$ cat src/rtl/led_seq_pkg.sv
`default_nettype none
// ============================================================================
// Module   : led_seq_pkg
// Brief    : Shared phase encodings and constants for the LED pattern sequencer.
// Revision : 1.0 - initial release
// ============================================================================
package led_seq_pkg;

    localparam int c_PHASE_W          = 2;
    localparam int c_TICK_DIV_DEFAULT = 25_000_000;

    typedef enum logic [c_PHASE_W-1:0] {
        PH_FILL  = 2'd0,
        PH_DRAIN = 2'd1,
        PH_SHIFT = 2'd2,
        PH_BLINK = 2'd3
    } phase_e;

    // Step-counter width: must hold max(width, 2*blink_n)-1, never narrower than 1 bit.
    function automatic int idx_width(input int width, input int blink_n);
        int m;
        m = (width > 2 * blink_n) ? width : 2 * blink_n;
        return (m <= 2) ? 1 : $clog2(m);
    endfunction

endpackage
`default_nettype wire

$ cat src/rtl/led_tick_div.sv
`default_nettype none
// ============================================================================
// Module   : led_tick_div
// Brief    : Prescaler producing a one-cycle tick every TICK_DIV enabled cycles.
// Revision : 1.0 - initial release
// ============================================================================
module led_tick_div
    import led_seq_pkg::*;
#(
    parameter int TICK_DIV = c_TICK_DIV_DEFAULT
) (
    input  logic clk,
    input  logic rst_n,
    input  logic en,
    input  logic clear,
    output logic tick
);

    localparam int                 c_CNT_W    = $clog2(TICK_DIV);
    localparam logic [c_CNT_W-1:0] c_CNT_LAST = c_CNT_W'(TICK_DIV - 1);

    logic [c_CNT_W-1:0] r_cnt;

    assign tick = en && (r_cnt == c_CNT_LAST);

    // clear wins over counting and works regardless of en
    always_ff @(posedge clk or negedge rst_n) begin
        if (!rst_n) begin
            r_cnt <= '0;
        end else if (clear || tick) begin
            r_cnt <= '0;
        end else if (en) begin
            r_cnt <= r_cnt + 1'b1;
        end
    end

endmodule
`default_nettype wire

$ cat src/rtl/led_pattern_sequencer.sv
`default_nettype none
// ============================================================================
// Module   : led_pattern_sequencer
// Brief    : 8-LED light show: fill, drain, walking LED, then blink.
//            Macro LED_SEQ_BLINK_EN includes the BLINK phase; without it
//            SHIFT returns straight to FILL.
// Revision : 1.0 - initial release
// ============================================================================
module led_pattern_sequencer
    import led_seq_pkg::*;
#(
    parameter int WIDTH    = 8,
    parameter int TICK_DIV = c_TICK_DIV_DEFAULT,
    parameter int BLINK_N  = 3
) (
    input  logic                 clk_50M,
    input  logic                 reset,
    input  logic                 en,
    input  logic                 restart,
    output logic [WIDTH-1:0]     out,
    output logic [c_PHASE_W-1:0] phase,
    output logic                 step,
    output logic                 wrap
);

    localparam int                 c_IDX_W    = idx_width(WIDTH, BLINK_N);
    localparam logic [c_IDX_W-1:0] c_IDX_LAST = c_IDX_W'(WIDTH - 1);
    localparam logic [WIDTH-1:0]   c_ONE      = WIDTH'(1);
`ifdef LED_SEQ_BLINK_EN
    localparam logic [c_IDX_W-1:0] c_BLINK_LAST = c_IDX_W'(2 * BLINK_N - 1);
`endif

    phase_e             r_phase, w_phase_nxt;
    logic [c_IDX_W-1:0] r_idx,   w_idx_nxt;
    logic [WIDTH-1:0]   r_out,   w_out_nxt;
    logic               r_step,  w_step_nxt;
    logic               r_wrap,  w_wrap_nxt;
    logic               w_tick;

    led_tick_div #(
        .TICK_DIV (TICK_DIV)
    ) u_tick_div (
        .clk   (clk_50M),
        .rst_n (reset),
        .en    (en),
        .clear (restart),
        .tick  (w_tick)
    );

    always_ff @(posedge clk_50M or negedge reset) begin
        if (!reset) begin
            r_phase <= PH_FILL;
            r_idx   <= '0;
            r_out   <= '0;
            r_step  <= 1'b0;
            r_wrap  <= 1'b0;
        end else begin
            r_phase <= w_phase_nxt;
            r_idx   <= w_idx_nxt;
            r_out   <= w_out_nxt;
            r_step  <= w_step_nxt;
            r_wrap  <= w_wrap_nxt;
        end
    end

    always_comb begin
        w_phase_nxt = r_phase;
        w_idx_nxt   = r_idx;
        w_out_nxt   = r_out;
        w_step_nxt  = 1'b0;
        w_wrap_nxt  = 1'b0;
        if (restart) begin
            w_phase_nxt = PH_FILL;
            w_idx_nxt   = '0;
            w_out_nxt   = '0;
        end else if (w_tick) begin
            w_step_nxt = 1'b1;
            w_idx_nxt  = r_idx + 1'b1;
            case (r_phase)
                PH_FILL: begin
                    w_out_nxt = (r_idx == '0) ? c_ONE : {r_out[WIDTH-2:0], 1'b1};
                    if (r_idx == c_IDX_LAST) begin
                        w_phase_nxt = PH_DRAIN;
                        w_idx_nxt   = '0;
                    end
                end
                PH_DRAIN: begin
                    w_out_nxt = {r_out[WIDTH-2:0], 1'b0};
                    if (r_idx == c_IDX_LAST) begin
                        w_phase_nxt = PH_SHIFT;
                        w_idx_nxt   = '0;
                    end
                end
                PH_SHIFT: begin
                    w_out_nxt = (r_idx == '0) ? c_ONE : (r_out << 1);
                    if (r_idx == c_IDX_LAST) begin
                        w_idx_nxt = '0;
`ifdef LED_SEQ_BLINK_EN
                        w_phase_nxt = PH_BLINK;
`else
                        w_phase_nxt = PH_FILL;
                        w_wrap_nxt  = 1'b1;
`endif
                    end
                end
`ifdef LED_SEQ_BLINK_EN
                PH_BLINK: begin
                    // even steps light everything, odd steps go dark
                    w_out_nxt = r_idx[0] ? '0 : '1;
                    if (r_idx == c_BLINK_LAST) begin
                        w_phase_nxt = PH_FILL;
                        w_idx_nxt   = '0;
                        w_wrap_nxt  = 1'b1;
                    end
                end
`endif
                default: ;
            endcase
        end
    end

    assign out   = r_out;
    assign phase = r_phase;
    assign step  = r_step;
    assign wrap  = r_wrap;

endmodule
`default_nettype wire

$ cat config.mk
export PLATFORM = sky130hd
export DESIGN_NAME = led_pattern_sequencer
export DESIGN_NICKNAME = d
export VERILOG_FILES = /design/src/rtl/led_seq_pkg.sv /design/src/rtl/led_tick_div.sv /design/src/rtl/led_pattern_sequencer.sv
export SDC_FILE = /design/constraint.sdc
export NUM_CORES = 1
export LEC_CHECK = 0
export CORE_ASPECT_RATIO = 1.5
export CORE_MARGIN = 3
export CORE_UTILIZATION = 60
export CTS_BUF_LIST = sky130_fd_sc_hd__clkbuf_8 sky130_fd_sc_hd__clkbuf_16
export DETAILED_ROUTE_END_ITERATION = 6
export GPL_TIMING_DRIVEN = 1
export PLACE_DENSITY_LB_ADDON = 0.1
export SETUP_SLACK_MARGIN = 0.2
export SKIP_CTS_REPAIR_TIMING = 1
export SLEW_MARGIN = 20
export SYNTH_ARGS = -nofsm -noshare
export SYNTH_HDL_FRONTEND = slang
export SYNTH_SLANG_ARGS = --single-unit
$ cat constraint.sdc
create_clock -name clk_50M -period 4.15 [get_ports clk_50M]
set_input_delay 0.415 -clock clk_50M [delete_from_list [all_inputs] [get_ports clk_50M]]
set_output_delay 0.415 -clock clk_50M [all_outputs]
set_load 0.03 [all_outputs]
# Word-level counts from Yosys, hierarchy flattened
# Index checks and enable logic that the tools add are counted.
[totals]
latchBits = 0
out_inout_bits = 12
input_bits = 4
wordCells = 48
mem_bits_ro = 0
reg_bits = 40
mem_bits_rw = 0
mem_count = 0
[op_classes]
shifts = 0
eq_ne = 7
n_bitwise = 0
div_mod_pow = 0
order_cmp = 0
add_sub_neg = 2
n_reduce_logical = 10
muxes = 23
n_mul = 0
[ops]
columns = ["cell", "count"]
rows = [
  ["2-to-1 mux 25 bit", 2],
  ["2-to-1 mux 8 bit", 4],
  ["adder 25 x 1 -> 25 bit, second input constant", 1],
  ["equality test 25 bit, second input constant", 1],
  ["one-hot mux 8 bit (3 select lines)", 1],
  ["2-to-1 mux 3 bit", 4],
  ["2-to-1 mux 2 bit", 5],
  ["inequality test 3 bit, second input constant", 3],
  ["2-to-1 mux 1 bit", 6],
  ["one-hot mux 2 bit (3 select lines)", 1],
  ["AND reduction 5 bit", 1],
  ["nonzero test 2 bit", 2],
  ["nonzero test 4 bit", 1],
  ["adder 3 x 1 -> 3 bit, second input constant", 1],
  ["equality test 3 bit, second input constant", 1],
  ["logical NOT 3 bit", 1],
  ["OR reduction 3 bit", 1],
  ["equality test 2 x 1 -> 1 bit, second input constant", 1],
  ["equality test 2 bit, second input constant", 1],
  ["logical NOT 2 bit", 1],
  ["AND reduction 2 bit", 1],
  ["logical AND 1 bit", 1],
  ["logical OR 1 bit", 1],
]

# Logic depth before layout (Yosys ltp)
[depth]
ltp_word = 5
mapped_depth = 7
depth_no_buf = 6

# Hierarchy
# Synthesis repeated with hierarchy kept, for this count alone.
[unflattened]
hier_cells = 200
area_unflattened_um2 = 2059.5
[modules_own_cells]
columns = ["mod", "instances", "cells_each", "area_per_inst_um2"]
rows = [
  ["led_tick_div", 1, 137, 1302.5],
  ["led_pattern_sequencer", 1, 63, 757.0],
]

# Least setup slack after synthesis
# OpenSTA, ideal clock, no wires.
[synth_timing]
path_type = "register to register"
from = "register r_phase[0] (netlist: phase[0])"
to = "register r_phase[1] (netlist: phase[1])"
path_buffers = 1
slack_ns = 2.096
arrival_time_ns = 1.989
path_stages_with_launch = 8
required_ns = 4.085
cell_sequence = "dfrtp_1 inv_1 ha_1 nor2_1 or4_1 buf_2 nor4_2 a211o_1"
[synth_between]
elab_chain_cells = 4
[synth_lines]
columns = ["item", "line", "text"]
rows = [
  ["from (decl)", "led_pattern_sequencer.sv:33", "phase_e r_phase, w_phase_nxt;"],
  ["from (signal assigned)", "led_pattern_sequencer.sv:58", "r_phase <= w_phase_nxt;"],
  ["equality test 2 bit (tied with other cells)", "led_pattern_sequencer.sv:79", "case (r_phase)"],
  ["one-hot mux 2 bit (3 select lines)", "led_pattern_sequencer.sv:79", ""],
  ["2-to-1 mux 2 bit", "led_pattern_sequencer.sv:76", "end else if (w_tick) begin"],
  ["2-to-1 mux 2 bit", "led_pattern_sequencer.sv:72", "if (restart) begin"],
]
# Several ways; a longest one is shown, not always the timed one. The select of a mux whose other input is x is not followed.
# A chain may end at the register's enable or synchronous reset.

# Worst setup path after layout
[layout_timing]
from = "input en"
to = "register u_tick_div.r_cnt[6]"
[layout_between]
elab_chain_cells = 3
[layout_lines]
columns = ["item", "line", "text"]
rows = [
  ["from (decl)", "led_pattern_sequencer.sv:18", "input logic en,"],
  ["logical AND 1 bit", "led_tick_div.sv:24", "assign tick = en && (r_cnt == c_CNT_LAST);"],
  ["logical OR 1 bit", "led_tick_div.sv:30", "end else if (clear || tick) begin"],
  ["2-to-1 mux 25 bit or nonzero test 2 bit (tied branches)", "--", ""],
  ["to (signal assigned)", "led_tick_div.sv:33", "r_cnt <= r_cnt + 1'b1;"],
  ["to (decl)", "led_tick_div.sv:22", "logic [c_CNT_W-1:0] r_cnt;"],
]
# Several ways; a longest one is shown, not always the timed one.

==> results.cfg <==
[critical_path]
critPathArrivalTime_ps = 2920
rrSetupSlack_ps = 1560
critical_path_class = in2reg
end_kind = flip-flop
crit_fanout = 25
crit_path_start_kind = primary input
r2r_start = u_tick_div.r_cnt[15]$_DFFE_PN0P_
required_ps = 4290
r2r_end = u_tick_div.r_cnt[6]$_DFFE_PN0P_
reg2regPathDepth = 4

[worst_hold_path]
min-delay-path-class = in2async

[sta]
rsz0062_at_grt = false
tightest_slew_ps = 987
finalHoldViolCount = 0
fin_skew_ps = 4.74
slew_headroom_pct = 34.1
fin_tns_setup_ps = 0
max_freq_ghz = 0.360
post-route-min-period_ps = 2780
slew_viol_final = 0
setup_viol = 0
period_share_pct = 67.0

[detailed_routing]
vias_per_cell = 6.41
finalWirelength_um = 4810
post_drt_wl_per_cell_um = 16.6
drc = 0
dr.pass1.iters = 4
drtAntennaViolNets = 0
drt_iter0_markers = 81
vias = 1853

[layout]
n_antenna_cell = 0
nets = 259
drive_above_1_share_pct = 7.29
regArea_um2 = 1000
multiInputGateArea_um2 = 1170
area_growth_pct = 10.4
filler_cell_count = 277

[clock_network]
cts_sinks = 40
path_clk_slew_ps = 80
cts_tree = built
htreeDepth = 2
cts_buffer_depth = 2
cts_root_buf = clkbuf_8
cts_buffers = 5
clock_latency_ps = 290

[global_route]
first_global_vias = 1862
grt_antenna_before_repair = 0
grtUsageMet2_pct = 43.1
gr-usage-all-layers_pct = 22.8
grt-busiest-layer = met2
grt.met1_usage_pct = 24.6
grt_pass1_wl_um = 8250
grt_max_degree = 41
overflow = 0
grt_use_met3_pct = 4.45

[logic_synthesis]
synth_flop_cell = dfrtp_1
ys_seq_area_share_pct = 44.4
ys_top_cells_by_area = dfrtp_1, a21oi_1, ha_1
avgSynthCellArea_um2 = 9.54
synth_warnings = 0
yosys.area.top_type = dfrtp_1
synth_nets = 249
synth_enable_flop_cells = 0
ys_ff_latch = 40
synthCells = 236
syn-cell-area_um2 = 2250
netlist.area_leader.share_pct = 44.4
synth_cell_types = 43
synth_async_sr_flop_share_pct = 100

[floorplan]
die_w_um = 56.0
ios = 16
rows = 26
die_h_um = 81.0
start_util_pct = 64.1
core_um2 = 3510
die-area_um2 = 4540

[power]
finalPower_uw = 746
vdd_drop_max_v = 0.000298
p_leak_nw = 1.01
power_density_nw_per_um2 = 300

[placement]
gp_congestion = 0.907
place_hpwl_um = 3500
port_buffers = 15

[job]
max_cap_viol_count = 0

[run_status]
status = completed
-- state kept, by name, indices dropped and copies added, names as in the netlist --
register          count
out                   8
phase                 2
r_idx                 3
step                  1
u_tick_div.r_cnt     25
wrap                  1
-- synth_stat cells (2+ instances only) --
library cell	instances
nand3_1	14
ha_1	9
or4_1	6
dfrtp_1	40
nand2b_1	2
nor2_1	15
nand4_2	2
nand2_1	10
buf_2	7
inv_1	6
or3_1	8
and3_1	4
nor4b_1	2
o31ai_1	5
and4_2	2
and4_1	5
a21oi_1	25
nor4bb_1	2
xor2_1	7
nor3_1	6
xnor2_1	4
clkbuf_1	3
nor2b_1	2
nand4_1	14
o21ai_0	18
-- metrics by stage --
stage          instances  worst slack, ps  cell area, um2  hold WS (ps)  utilization (%)
2_1_floorplan        236             2100            2250           119                -
3_3_place_gp         281             1210            2390           539             68.2
3_5_place_dp         281             1070            2390           557             68.2
4_1_cts              289             1400            2490           264             70.8
5_1_grt              289             1030            2490           305             70.8
6_report             289             1370            2490           244             70.8
-- worst max path at each step --
stage                                     from                               to  slack, ps  cells after the start
after floorplan           phase[0]$_DFFE_PN0P_             phase[1]$_DFFE_PN0P_       2100                      7
after global placement                      en  u_tick_div.r_cnt[1]$_DFFE_PN0P_       1210                      5
after detailed placement                    en  u_tick_div.r_cnt[6]$_DFFE_PN0P_       1070                      5
after CTS                                   en  u_tick_div.r_cnt[6]$_DFFE_PN0P_       1400                      5
after global routing                        en  u_tick_div.r_cnt[7]$_DFFE_PN0P_       1030                      5
final                                       en  u_tick_div.r_cnt[6]$_DFFE_PN0P_       1370                      5
-- report_power, final --
| part | switching [mW] | internal (mW) |
|---|---|---|
| sequential | 0.00789 | 0.395 |
| combinational | 0.0508 | 0.0280 |
| clock | 0.132 | 0.133 |
-- per-layer routing --
metal	share of wire (%)	wire (um)
met4	1.5	72
met5	0	0
met3	3.6	171
met1	40	1920
met2	55	2650
-- final cells by class --
cell class,instances,share of cell area (%)
well taps,42,2.11
flip-flops and latches,40,40.2
clock inverters,2,0.402
multi-input cells,178,47.2
repair buffers,15,5.83
inverters,6,0.905
clock buffers,6,3.32
-- cell families after synthesis --
family,synth area share [%]
and+or+nand+nor,28.5
AOI/OAI and AO/OA,13.9
DFF,44.4
buffers and inverters,3.44
xor gates and xnor gates,4.28
adders and majority gates,5.00
muxes,0.444
-- worst max-delay path: stages --
cell and delay [ps]:
clkdlybuf4s50_1 620, nor4bb_1 310, nand4_1 480, o21bai_2 950, nor2_1 130
-- cells in the final DEF, fill, tap and decap left out, types with 2 or more instances in the layout --
cell	count
nand2_1	10
o21ai_0	18
nand4_1	14
nor4bb_1	2
xnor2_1	4
and4_1	5
clkbuf_8	6
nand3_1	14
nor3_1	6
nor2b_1	2
a21oi_1	25
and4_2	2
o31ai_1	5
or4_1	6
inv_1	6
nand2b_1	2
nor4b_1	2
clkinv_2	2
ha_1	9
dfrtp_1	40
nand4_2	2
clkdlybuf4s50_1	14
nor2_1	15
or3_1	8
and3_1	4
xor2_1	7
Power figures use the tool's default switching activity.
